**src/rtl/motor_pwm_bank.sv**
```systemverilog
// motor_pwm_bank: N-channel H-bridge PWM generator sharing one period counter.
// Each channel takes a signed duty command and double-buffers it. The command
// becomes active only at the period boundary. Its magnitude is saturated to
// full scale. A programmable dead-time is inserted on every direction reversal.
// Optional feature macro: MOTOR_PWM_BRAKE_EN adds a per-channel brake input and
// a BRAKE state that drives both pins high (low-side short).
module motor_pwm_bank #(
  parameter int NUM_CH = 2,
  parameter int PWM_W  = 8,
  parameter int DT_W   = 4
) (
  input  logic                        clk,
  input  logic                        rst,
  input  logic                        pwm_en,
  input  logic [NUM_CH*(PWM_W+1)-1:0] duty_in,
  input  logic [NUM_CH-1:0]           duty_wr,
  input  logic [DT_W-1:0]             deadtime,
`ifdef MOTOR_PWM_BRAKE_EN
  input  logic [NUM_CH-1:0]           brake,
`endif
  output logic                        period_end,
  output logic [NUM_CH-1:0]           motor_positive,
  output logic [NUM_CH-1:0]           motor_negative
);

  localparam int DW = PWM_W + 1;
  localparam logic [PWM_W-1:0] MAX = {{(PWM_W-1){1'b1}}, 1'b0};

`ifdef MOTOR_PWM_BRAKE_EN
  typedef enum logic [2:0] {ST_IDLE, ST_FWD, ST_REV, ST_DEAD, ST_BRAKE} state_t;
`else
  typedef enum logic [1:0] {ST_IDLE, ST_FWD, ST_REV, ST_DEAD} state_t;
`endif

  logic [PWM_W-1:0] cnt;
  logic             wrap;

  assign wrap       = pwm_en && (cnt == MAX);
  assign period_end = wrap;

  // Shared period counter: runs 0..MAX while enabled and parks at 0 when disabled.
  always_ff @(posedge clk or posedge rst) begin
    if (rst)
      cnt <= '0;
    else if (!pwm_en || cnt == MAX)
      cnt <= '0;
    else
      cnt <= cnt + PWM_W'(1);
  end

  for (genvar k = 0; k < NUM_CH; k++) begin : g_ch
    logic [DW-1:0]        duty_k;
    logic signed [DW-1:0] shadow;
    logic signed [DW-1:0] active;
    logic [DW-1:0]        act_u;
    logic [DW-1:0]        abs_val;
    logic [PWM_W-1:0]     mag;
    logic                 raw;
    logic                 is_zero;
    logic                 is_neg;
    logic                 is_pos;
    logic                 brk;
    logic                 go;
    state_t               state;
    state_t               state_nxt;
    state_t               want;
    logic [DT_W-1:0]      dead_cnt;
    logic [DT_W-1:0]      dead_nxt;
    logic                 pos_q;
    logic                 neg_q;
    logic                 pos_nxt;
    logic                 neg_nxt;

    assign duty_k  = duty_in[k*DW +: DW];
    assign act_u   = active;
    assign abs_val = active[DW-1] ? (~act_u + DW'(1)) : act_u;
    assign mag     = abs_val[PWM_W] ? '1 : abs_val[PWM_W-1:0];
    assign raw     = (cnt < mag);
    assign is_neg  = active[DW-1];
    assign is_zero = (active == '0);
    assign is_pos  = !is_neg && !is_zero;
`ifdef MOTOR_PWM_BRAKE_EN
    assign brk     = brake[k];
`else
    assign brk     = 1'b0;
`endif

    // Double buffer: writes land in shadow; active only changes at the wrap,
    // and a write on the wrap clock bypasses straight into active as well.
    always_ff @(posedge clk or posedge rst) begin
      if (rst) begin
        shadow <= '0;
        active <= '0;
      end else begin
        if (duty_wr[k])
          shadow <= duty_k;
        if (wrap)
          active <= duty_wr[k] ? duty_k : shadow;
      end
    end

    // Channel FSM next state and next pin values; the dead interval always
    // heads for whatever the current sign (or brake) asks for, so a sign
    // change during DEAD retargets without restarting the count.
    always_comb begin
      state_nxt = state;
      dead_nxt  = dead_cnt;
      go        = 1'b0;
      want      = is_neg ? ST_REV : (is_pos ? ST_FWD : ST_IDLE);
`ifdef MOTOR_PWM_BRAKE_EN
      if (brk)
        want = ST_BRAKE;
`endif
      if (!pwm_en) begin
        state_nxt = ST_IDLE;
        dead_nxt  = '0;
      end else begin
        case (state)
          ST_IDLE: begin
            if (brk)
              go = 1'b1;
            else
              state_nxt = want;
          end
          ST_FWD: begin
            if (brk || is_neg)
              go = 1'b1;
            else if (is_zero)
              state_nxt = ST_IDLE;
          end
          ST_REV: begin
            if (brk || is_pos)
              go = 1'b1;
            else if (is_zero)
              state_nxt = ST_IDLE;
          end
          ST_DEAD: begin
            if (!brk && is_zero) begin
              state_nxt = ST_IDLE;
              dead_nxt  = '0;
            end else if (dead_cnt <= DT_W'(1)) begin
              state_nxt = want;
              dead_nxt  = '0;
            end else begin
              dead_nxt  = dead_cnt - DT_W'(1);
            end
          end
`ifdef MOTOR_PWM_BRAKE_EN
          ST_BRAKE: begin
            if (!brk) begin
              if (is_zero)
                state_nxt = ST_IDLE;
              else
                go = 1'b1;
            end
          end
`endif
          default: state_nxt = ST_IDLE;
        endcase
        if (go) begin
          if (deadtime == '0) begin
            state_nxt = want;
          end else begin
            state_nxt = ST_DEAD;
            dead_nxt  = deadtime;
          end
        end
      end
      pos_nxt = (state_nxt == ST_FWD) && raw;
      neg_nxt = (state_nxt == ST_REV) && raw;
`ifdef MOTOR_PWM_BRAKE_EN
      if (state_nxt == ST_BRAKE) begin
        pos_nxt = 1'b1;
        neg_nxt = 1'b1;
      end
`endif
    end

    // State, dead counter and registered pins; pins therefore lag cnt by one clock.
    always_ff @(posedge clk or posedge rst) begin
      if (rst) begin
        state    <= ST_IDLE;
        dead_cnt <= '0;
        pos_q    <= 1'b0;
        neg_q    <= 1'b0;
      end else begin
        state    <= state_nxt;
        dead_cnt <= dead_nxt;
        pos_q    <= pos_nxt;
        neg_q    <= neg_nxt;
      end
    end

    assign motor_positive[k] = pos_q;
    assign motor_negative[k] = neg_q;
  end

endmodule

```
**config.mk**
```make
export PLATFORM = sky130hd
export DESIGN_NAME = motor_pwm_bank
export DESIGN_NICKNAME = d
export VERILOG_FILES = /design/src/rtl/motor_pwm_bank.sv
export SDC_FILE = /design/constraint.sdc
export NUM_CORES = 1
export LEC_CHECK = 0
export ABC_CLOCK_PERIOD_IN_PS = 3000
export CAP_MARGIN = 20
export CORE_AREA = 2 2 116 118
export CTS_CLUSTER_SIZE = 28
export DETAILED_ROUTE_END_ITERATION = 12
export DIE_AREA = 0 0 118 120
export SLEW_MARGIN = 20
export SYNTH_ARGS = -nofsm -noshare
export SYNTH_HDL_FRONTEND = slang
export SYNTH_SLANG_ARGS = --single-unit
```
**constraint.sdc**
```tcl
create_clock -name clk -period 3 [get_ports clk]
set_input_delay 0.6 -clock clk [delete_from_list [all_inputs] [get_ports clk]]
set_output_delay 0.6 -clock clk [all_outputs]
set_load 0.005 [all_outputs]
```
==> summary.txt, run 1 <==
Chip height = 120 µm
Ys async rst share = 100%
Root Driver = clkbuf_16
Clock network fraction of design power = 54.1%
Htree depth = 3
ANT cells = 0
First-pass GRT wire length = 13.5 mm
Final period util = 90.4%
Critical path type = reg2reg
Via Count = 2890
Req. time, crit path = 3210 ps
Clk sinks = 60
Sequential Power Share = 39.5%
Die Area = 14200 µm²
Status = completed
Switching power share of the total = 20.1%
DRC = 0
Final setup viols = 0
Comb pwr share = 6.5%
Main synth FF type = dfrtp_1
Final Power = 0.00216 W
GP Congestion = 0.848
Final ANT Viol Nets = 0
Most common cell after layout, fill and taps aside = dfrtp_1
Antenna violations before repair = 0
Transition time of the tightest slew-check pin = 440 ps
Hold path startpoint = g_ch[1].shadow[8]
R2r endpoint = g_ch[1].neg_q
Maximum clock rate = 369 MHz
Crit path from = g_ch[1].act_u[0]
Area leader, netlist = dfrtp_1
Crit-path max FO = 5
Syn nets = 425
Max_slew headroom = 70.6%
Post-synth EDFFs = 0
Worst r2r src = g_ch[1].act_u[0]
Arrival time at the worst endpoint = 2920 ps
Top cell type's share of synthesized area = 39.8%
Vias in the first global route = 2926
DRT iter0 DRCs = 141
Worst hold stages = 1
Largest net degree at the start of global routing = 61
CTS buffer count = 9
GRT Util Overall = 11.8%
# Post-CTS Setup Buffers = 0
FF-to-FF path depth = 12
Initial Util = 29.1%
Crit start category = flop
Fin crit period = 2710 ps
Net load switching power = 0.000434 W
Clock Tree Buf Depth = 2
Post-Syn Area = 3770 µm²
Reg-to-reg slack, setup = 290 ps
1st-pass router iterations = 4
Total gr overflow = 0
Int Pwr = 0.00172 W
Post-Syn Instances = 368
Count of cell types in the netlist = 63
Min-Delay Endpoint = g_ch[1].shadow[8]
Chip width = 118 µm
Max-cap viol count = 0
I/O pins = 32
Routed wire length = 7.77 mm
Clock transition at the registers of the reported paths = 50 ps
Cell area power density = 466 nW/µm²
Clock Skew = 8.69 ps
Ratio of cells with drive above 1 in the final layout = 16.7%
Final net count = 458
Area growth from synthesis to final layout = 22.5%
HPWL after DPL = 5.73 mm
DR vias/cell = 4.97
Unrepaired setup endpoints after global routing = no
Worst hold-check path type = reg2reg
Number of synthesized register bits = 60
Setup TNS Final = 0 ps
Area contributors post-synth = dfrtp_1 (40%), ha_1 (9.9%), mux2_2 (8.7%)
Worst VDD drop = 0.234 mV
Worst-skew pair later-pin latency = 330 ps
YS warnings = 0
Wirelength per Cell = 13.3 µm
TritonCTS clock tree = built
Buffers on Ports = 31
CP endpoint kind = flop
Avg Cell Area, Syn = 10.3 µm²
Sequential fraction of the synthesis area = 39.8%
Core Area = 13000 µm²
Row count = 42
Pins Over Slew Limit = 0
Commonest non-fill, non-tap cells in the layout = dfrtp_1 (60), clkdlybuf4s50_1 (31), ha_1 (30)
Final Hold Fails = 0
Pleak = 2.06 nW
Hold_buf cts = 0
[worst max-delay path by stage]
stage / slack (ps) / end / depth (start not counted)
6_report: 290 / g_ch[1].neg_q / 12
3_5_place_dp: 270 / g_ch[1].neg_q / 12
4_1_cts: 250 / g_ch[1].neg_q / 12
2_1_floorplan: 580 / g_ch[1].pos_q / 12
5_1_grt: 20 / g_ch[1].pos_q / 12
3_3_place_gp: 350 / g_ch[1].pos_q / 12
[registers in the layout, summed over array words and instances, names as in the netlist]
| register | count |
|---|---|
| g_ch.pos_q | 2 |
| cnt | 8 |
| g_ch.state | 4 |
| g_ch.act_u | 18 |
| g_ch.dead_cnt | 8 |
| g_ch.neg_q | 2 |
| g_ch.shadow | 18 |
[synth_stat cells (all sizes together) (8+ instances only)]
cell type  count
dfrtp         60
mux2          38
ha            30
inv           22
nand2         22
nor2          22
o21ai         19
a21oi         18
nand3         13
nor3           9
a21boi         8
clkbuf         8
o22ai          8
[metal layers]
layer	track usage, %	part of all wire [%]	vias to the layer above
met5	0	0	-
met4	5.42	1.6	0
met3	2.52	3.6	9
met2	20.1	49	43
met1	14.2	46	1416
li1	-	-	1422
[per-stage QoR]
step	setup WS (ps)	instances	area, µm²	util, %	hold WS [ps]
2_1_floorplan	577	368	3770	-	467
3_3_place_gp	349	566	4280	33.0	480
3_5_place_dp	266	566	4280	33.0	483
4_1_cts	253	582	4610	35.6	494
5_1_grt	15.9	582	4620	35.6	506
6_report	288	582	4620	35.6	489
[final cells by class]
cell class                 count  area (µm²)
clock buffer                  11         233
clock inverter                 5         100
fill                        1272        8360
inverter                      22        82.6
multi-input combinational    271        2120
sequential                    60        1500
tap                          176         220
timing repair buffer          37         368
[worst max-delay path: stages (launching register included)]
cell and delay [ps]:
dfrtp_1 390, inv_1 90, ha_1 230, or4b_1 500, nor2_1 140, a21boi_0 90
o22ai_1 200, ha_1 170, nand4_1 160, nor3_2 230, nor3_2 60, and3_1 170
and3b_1 170
[cell families after synthesis]
| group | after synthesis | synth area share, % |
|---|---|---|
| AO/OA/AOI/OAI | 87 | 15.9 |
| XOR/XNOR | 10 | 2.32 |
| adder cells (fa/ha/maj) | 30 | 9.94 |
| buffers and inverters | 37 | 4.34 |
| flip-flops | 60 | 39.8 |
| multiplexers | 38 | 11.3 |
| AND/OR/NAND/NOR | 106 | 16.4 |
[power by group through the flow]
stage	clock network, W	logic [W]	registers [W]
finish	0.00117	0.000140	0.000850
global route	0.00122	0.000159	0.000854
CTS	0.00119	0.000142	0.000851
detailed placement	0	0.000141	0.000865
global placement	0	0.000139	0.000864
floorplan	0	0.0000801	0.000860
[timing repair]
item,in CTS,in global routing
setup endpoints to repair,0,2
endpoints found under the hold margin,0,0
resized for setup,0,2
Power figures use the tool's default switching activity.
==> run 2: changes to the inputs <==
- ABC_AREA: not set -> 1
- CORE_AREA: 2 2 116 118 -> 2 2 117 119
- DIE_AREA: 0 0 118 120 -> 0 0 119 121
- MAX_ROUTING_LAYER: not set -> met4
==> run 2 against run 1 <==
Net effect:
- non-clock buffer count shrank 2
- clock skew down 2.0 ps
- sequential power grew 13%
- critical path depth is 6 lower
==> summary.txt, run 2 <==
Final ANT Viol Nets = 0 (unchanged)
Count of cell types in the netlist = 36 (was 63)
FF/Latch Area = 1500 µm² (unchanged)
Max-cap viol count = 0 (unchanged)
Req. time, crit path = 2400 ps (was 3210 ps)
I/O pins = 32 (unchanged)
Syn nets = 521 (was 425)
GP Congestion = 0.817 (was 0.848)
CP endpoint kind = output pin (was flop)
Final setup viols = 0 (unchanged)
DRT iter0 DRCs = 126 (was 141)
Pins Over Slew Limit = 0 (unchanged)
Initial Util = 29.4% (was 29.1%)
Buffers on Ports = 31 (unchanged)
Most common cell after layout, fill and taps aside = nand2_1 (was dfrtp_1)
Crit start category = flop (unchanged)
Number of synthesized register bits = 60 (unchanged)
HPWL after DPL = 6.22 mm (was 5.73 mm)
Area growth from synthesis to final layout = 20.9% (was 22.5%)
Max_slew headroom = 53.8% (was 70.6%)
Footprint of the multi-input gates = 2040 µm² (was 2120 µm²)
Vias in the first global route = 3148 (was 2926)
Hold_buf cts = 0 (unchanged)
CTS buffer count = 9 (unchanged)
Root Driver = clkbuf_16 (unchanged)
Clock transition at the registers of the reported paths = 50 ps (about the same)
Main synth FF type = dfrtp_1 (unchanged)
GRT Util Overall = 12.4% (was 11.8%)
Pleak = 2.24 nW (was 2.06 nW)
Cell area power density = 564 nW/µm² (was 466 nW/µm²)
Adder-cell share of the synthesized area = 9.77% (was 9.94%)
Top cell type's share of synthesized area = 39.1% (was 39.8%)
Reg-to-reg slack, setup = 600 ps (was 290 ps)
Worst VDD drop = 0.290 mV (was 0.234 mV)
Die Area = 14400 µm² (was 14200 µm²)
Ys async rst share = 100% (unchanged)
Final net count = 554 (was 458)
Largest net degree at the start of global routing = 36 (was 61)
Worst hold-check path type = reg2reg (unchanged)
Clock Tree Buf Depth = 2 (unchanged)
Area leader, netlist = dfrtp_1 (unchanged)
First-pass GRT wire length = 14.1 mm (was 13.5 mm)
CP max stage cell = clkdlybuf4s50_1 (was or4b_1)
Final Hold Fails = 0 (unchanged)
Core Area = 13100 µm² (was 13000 µm²)
TritonCTS clock tree = built (unchanged)
YS warnings = 0 (unchanged)
DR vias/cell = 4.54 (was 4.97)
Wirelength per Cell = 11.8 µm (was 13.3 µm)
Simple-Gate Fraction of Synth Area = 26.4% (was 16.4%)
Via Count = 3081 (was 2890)
# fillers = 1354 (was 1272)
Main combinational cell family by area after synthesis = simple AND/OR/NAND/NOR gates (unchanged)
DRC = 0 (unchanged)
Crit-path cells = inv_1 > ha_1 > nand4_1 > or2_4 > nor2_8 > clkdlybuf4s50_1 (was inv_1 > ha_1 > or4b_1 > nor2_1 > a21boi_0 > o22ai_1 > ha_1 > nand4_1 > nor3_2 > nor3_2 > and3_1 > and3b_1)
Worst-skew pair later-pin latency = 320 ps (was 330 ps)
Count leader, synth = nand2_1 (was dfrtp_1)
Avg Cell Area, Syn = 8.28 µm² (was 10.3 µm²)
Arrival time at the worst endpoint = 1970 ps (was 2920 ps)
Post-CTS resize count = 0 (unchanged)
Post-Syn Instances = 464 (was 368)
Commonest non-fill, non-tap cells in the layout = nand2_1 (98), dfrtp_1 (60), inv_1 (44) (was dfrtp_1 (60), clkdlybuf4s50_1 (31), ha_1 (30))
Post-synth EDFFs = 0 (unchanged)
Sequential fraction of the synthesis area = 39.1% (was 39.8%)
Synth top cells by count = nand2_1 (98), dfrtp_1 (60), inv_1 (45) (was dfrtp_1 (60), ha_1 (30), mux2_2 (29))
Post-Synth XOR/XNOR Area = 2.05% (was 2.32%)
Chip width = 119 µm (was 118 µm)
Post-Syn Area = 3840 µm² (was 3770 µm²)
1st-pass router iterations = 5 (was 4)
Final period util = 85.7% (was 90.4%)
Ratio of cells with drive above 1 in the final layout = 16.7% (about the same)
Unrepaired setup endpoints after global routing = no (unchanged)
Setup TNS Final = 0 ps (unchanged)
Post-layout util = 35.5% (was 35.6%)
# Post-CTS Setup Buffers = 0 (unchanged)
Clk sinks = 60 (unchanged)
Fin crit period = 2570 ps (was 2710 ps)
Routed wire length = 8.03 mm (was 7.77 mm)
Chip height = 121 µm (was 120 µm)
Total gr overflow = 0 (unchanged)
Maximum clock rate = 389 MHz (was 369 MHz)
Clock Skew = 6.66 ps (was 8.69 ps)
Htree depth = 3 (unchanged)
ANT cells = 0 (unchanged)
Compound-Gate Fraction of Synth Area = 9.31% (was 15.9%)
Transition time of the tightest slew-check pin = 692 ps (was 440 ps)
Critical path type = reg2out (was reg2reg)
Antenna violations before repair = 0 (unchanged)
Crit-path max FO = 4 (was 5)
Post-synthesis mux area share = 5.57% (was 11.3%)
Row count = 42 (unchanged)
Area contributors post-synth = dfrtp_1 (39%), ha_1 (9.8%), nand2_1 (9.6%) (was dfrtp_1 (40%), ha_1 (9.9%), mux2_2 (8.7%))
CP peak stage delay = 510 ps (was 500 ps)
Status = completed (unchanged)
## run 2: cells by family after synthesis
family / Yosys count
flip-flops: 60
multiplexers: 19
AO/OA/AOI/OAI: 68
adder cells (fa/ha/maj): 30
buffers and inverters: 73
XOR/XNOR: 9
AND/OR/NAND/NOR: 205
## run 2: per-stage QoR
stage,hold WS [ps],cell area (µm²),worst slack (ps),instances,power (W)
2_1_floorplan,455,3840,915,464,0.00144
3_3_place_gp,475,4340,476,662,0.00159
3_5_place_dp,486,4340,482,662,0.00161
4_1_cts,498,4640,394,678,0.00266
5_1_grt,508,4640,294,678,0.00279
6_report,496,4640,430,678,0.00262
## run 2: path summary, 6_finish.rpt
| kind | from | to | cells past startpoint |
|---|---|---|---|
| max in group asynchronous | rst | g_ch[0].state[0] | 3 |
| worst max register to register | g_ch[0].act_u[8] | g_ch[0].neg_q | 11 |
| worst min register to register | g_ch[0].shadow[6] | g_ch[0].shadow[6] | 1 |
| min in group asynchronous | rst | g_ch[1].shadow[3] | 2 |
| worst min-delay path | g_ch[0].shadow[6] | g_ch[0].shadow[6] | 1 |
| worst max-delay path | cnt[0] | period_end | 6 |
## run 2: power by group
group	switching [W]	total, W	internal (W)	leakage (nW)
registers	0.0000613	0.000958	0.000897	0.741
logic	0.000368	0.000633	0.000265	1.35
clock network	0.000346	0.00103	0.000684	0.149
## run 2: area by class of cell
type                            count  area share, %
Sequential cell                    60           32.3
Clock buffer                       12           5.52
Clock inverter                      4           1.02
Tap cell                          176           4.74
Multi-Input combinational cell    331           43.9
Timing Repair Buffer               35           7.60
Inverter                           60           4.85
## run 2: worst max-delay path, delay by kind of cell (launching register included)
family	cells	cell delay, ps
buffers and inverters	2	630
AND/OR/NAND/NOR	3	460
flip-flops	1	400
adder cells (fa/ha/maj)	1	150
## run 2: metal layers
layer	track usage, %	vias to the layer above	part of all wire [%]
met5	-	-	0
met4	4.02	0	1.0
met3	2.87	6	3.4
met2	21.0	44	49
met1	14.6	1452	47
li1	-	1579	-
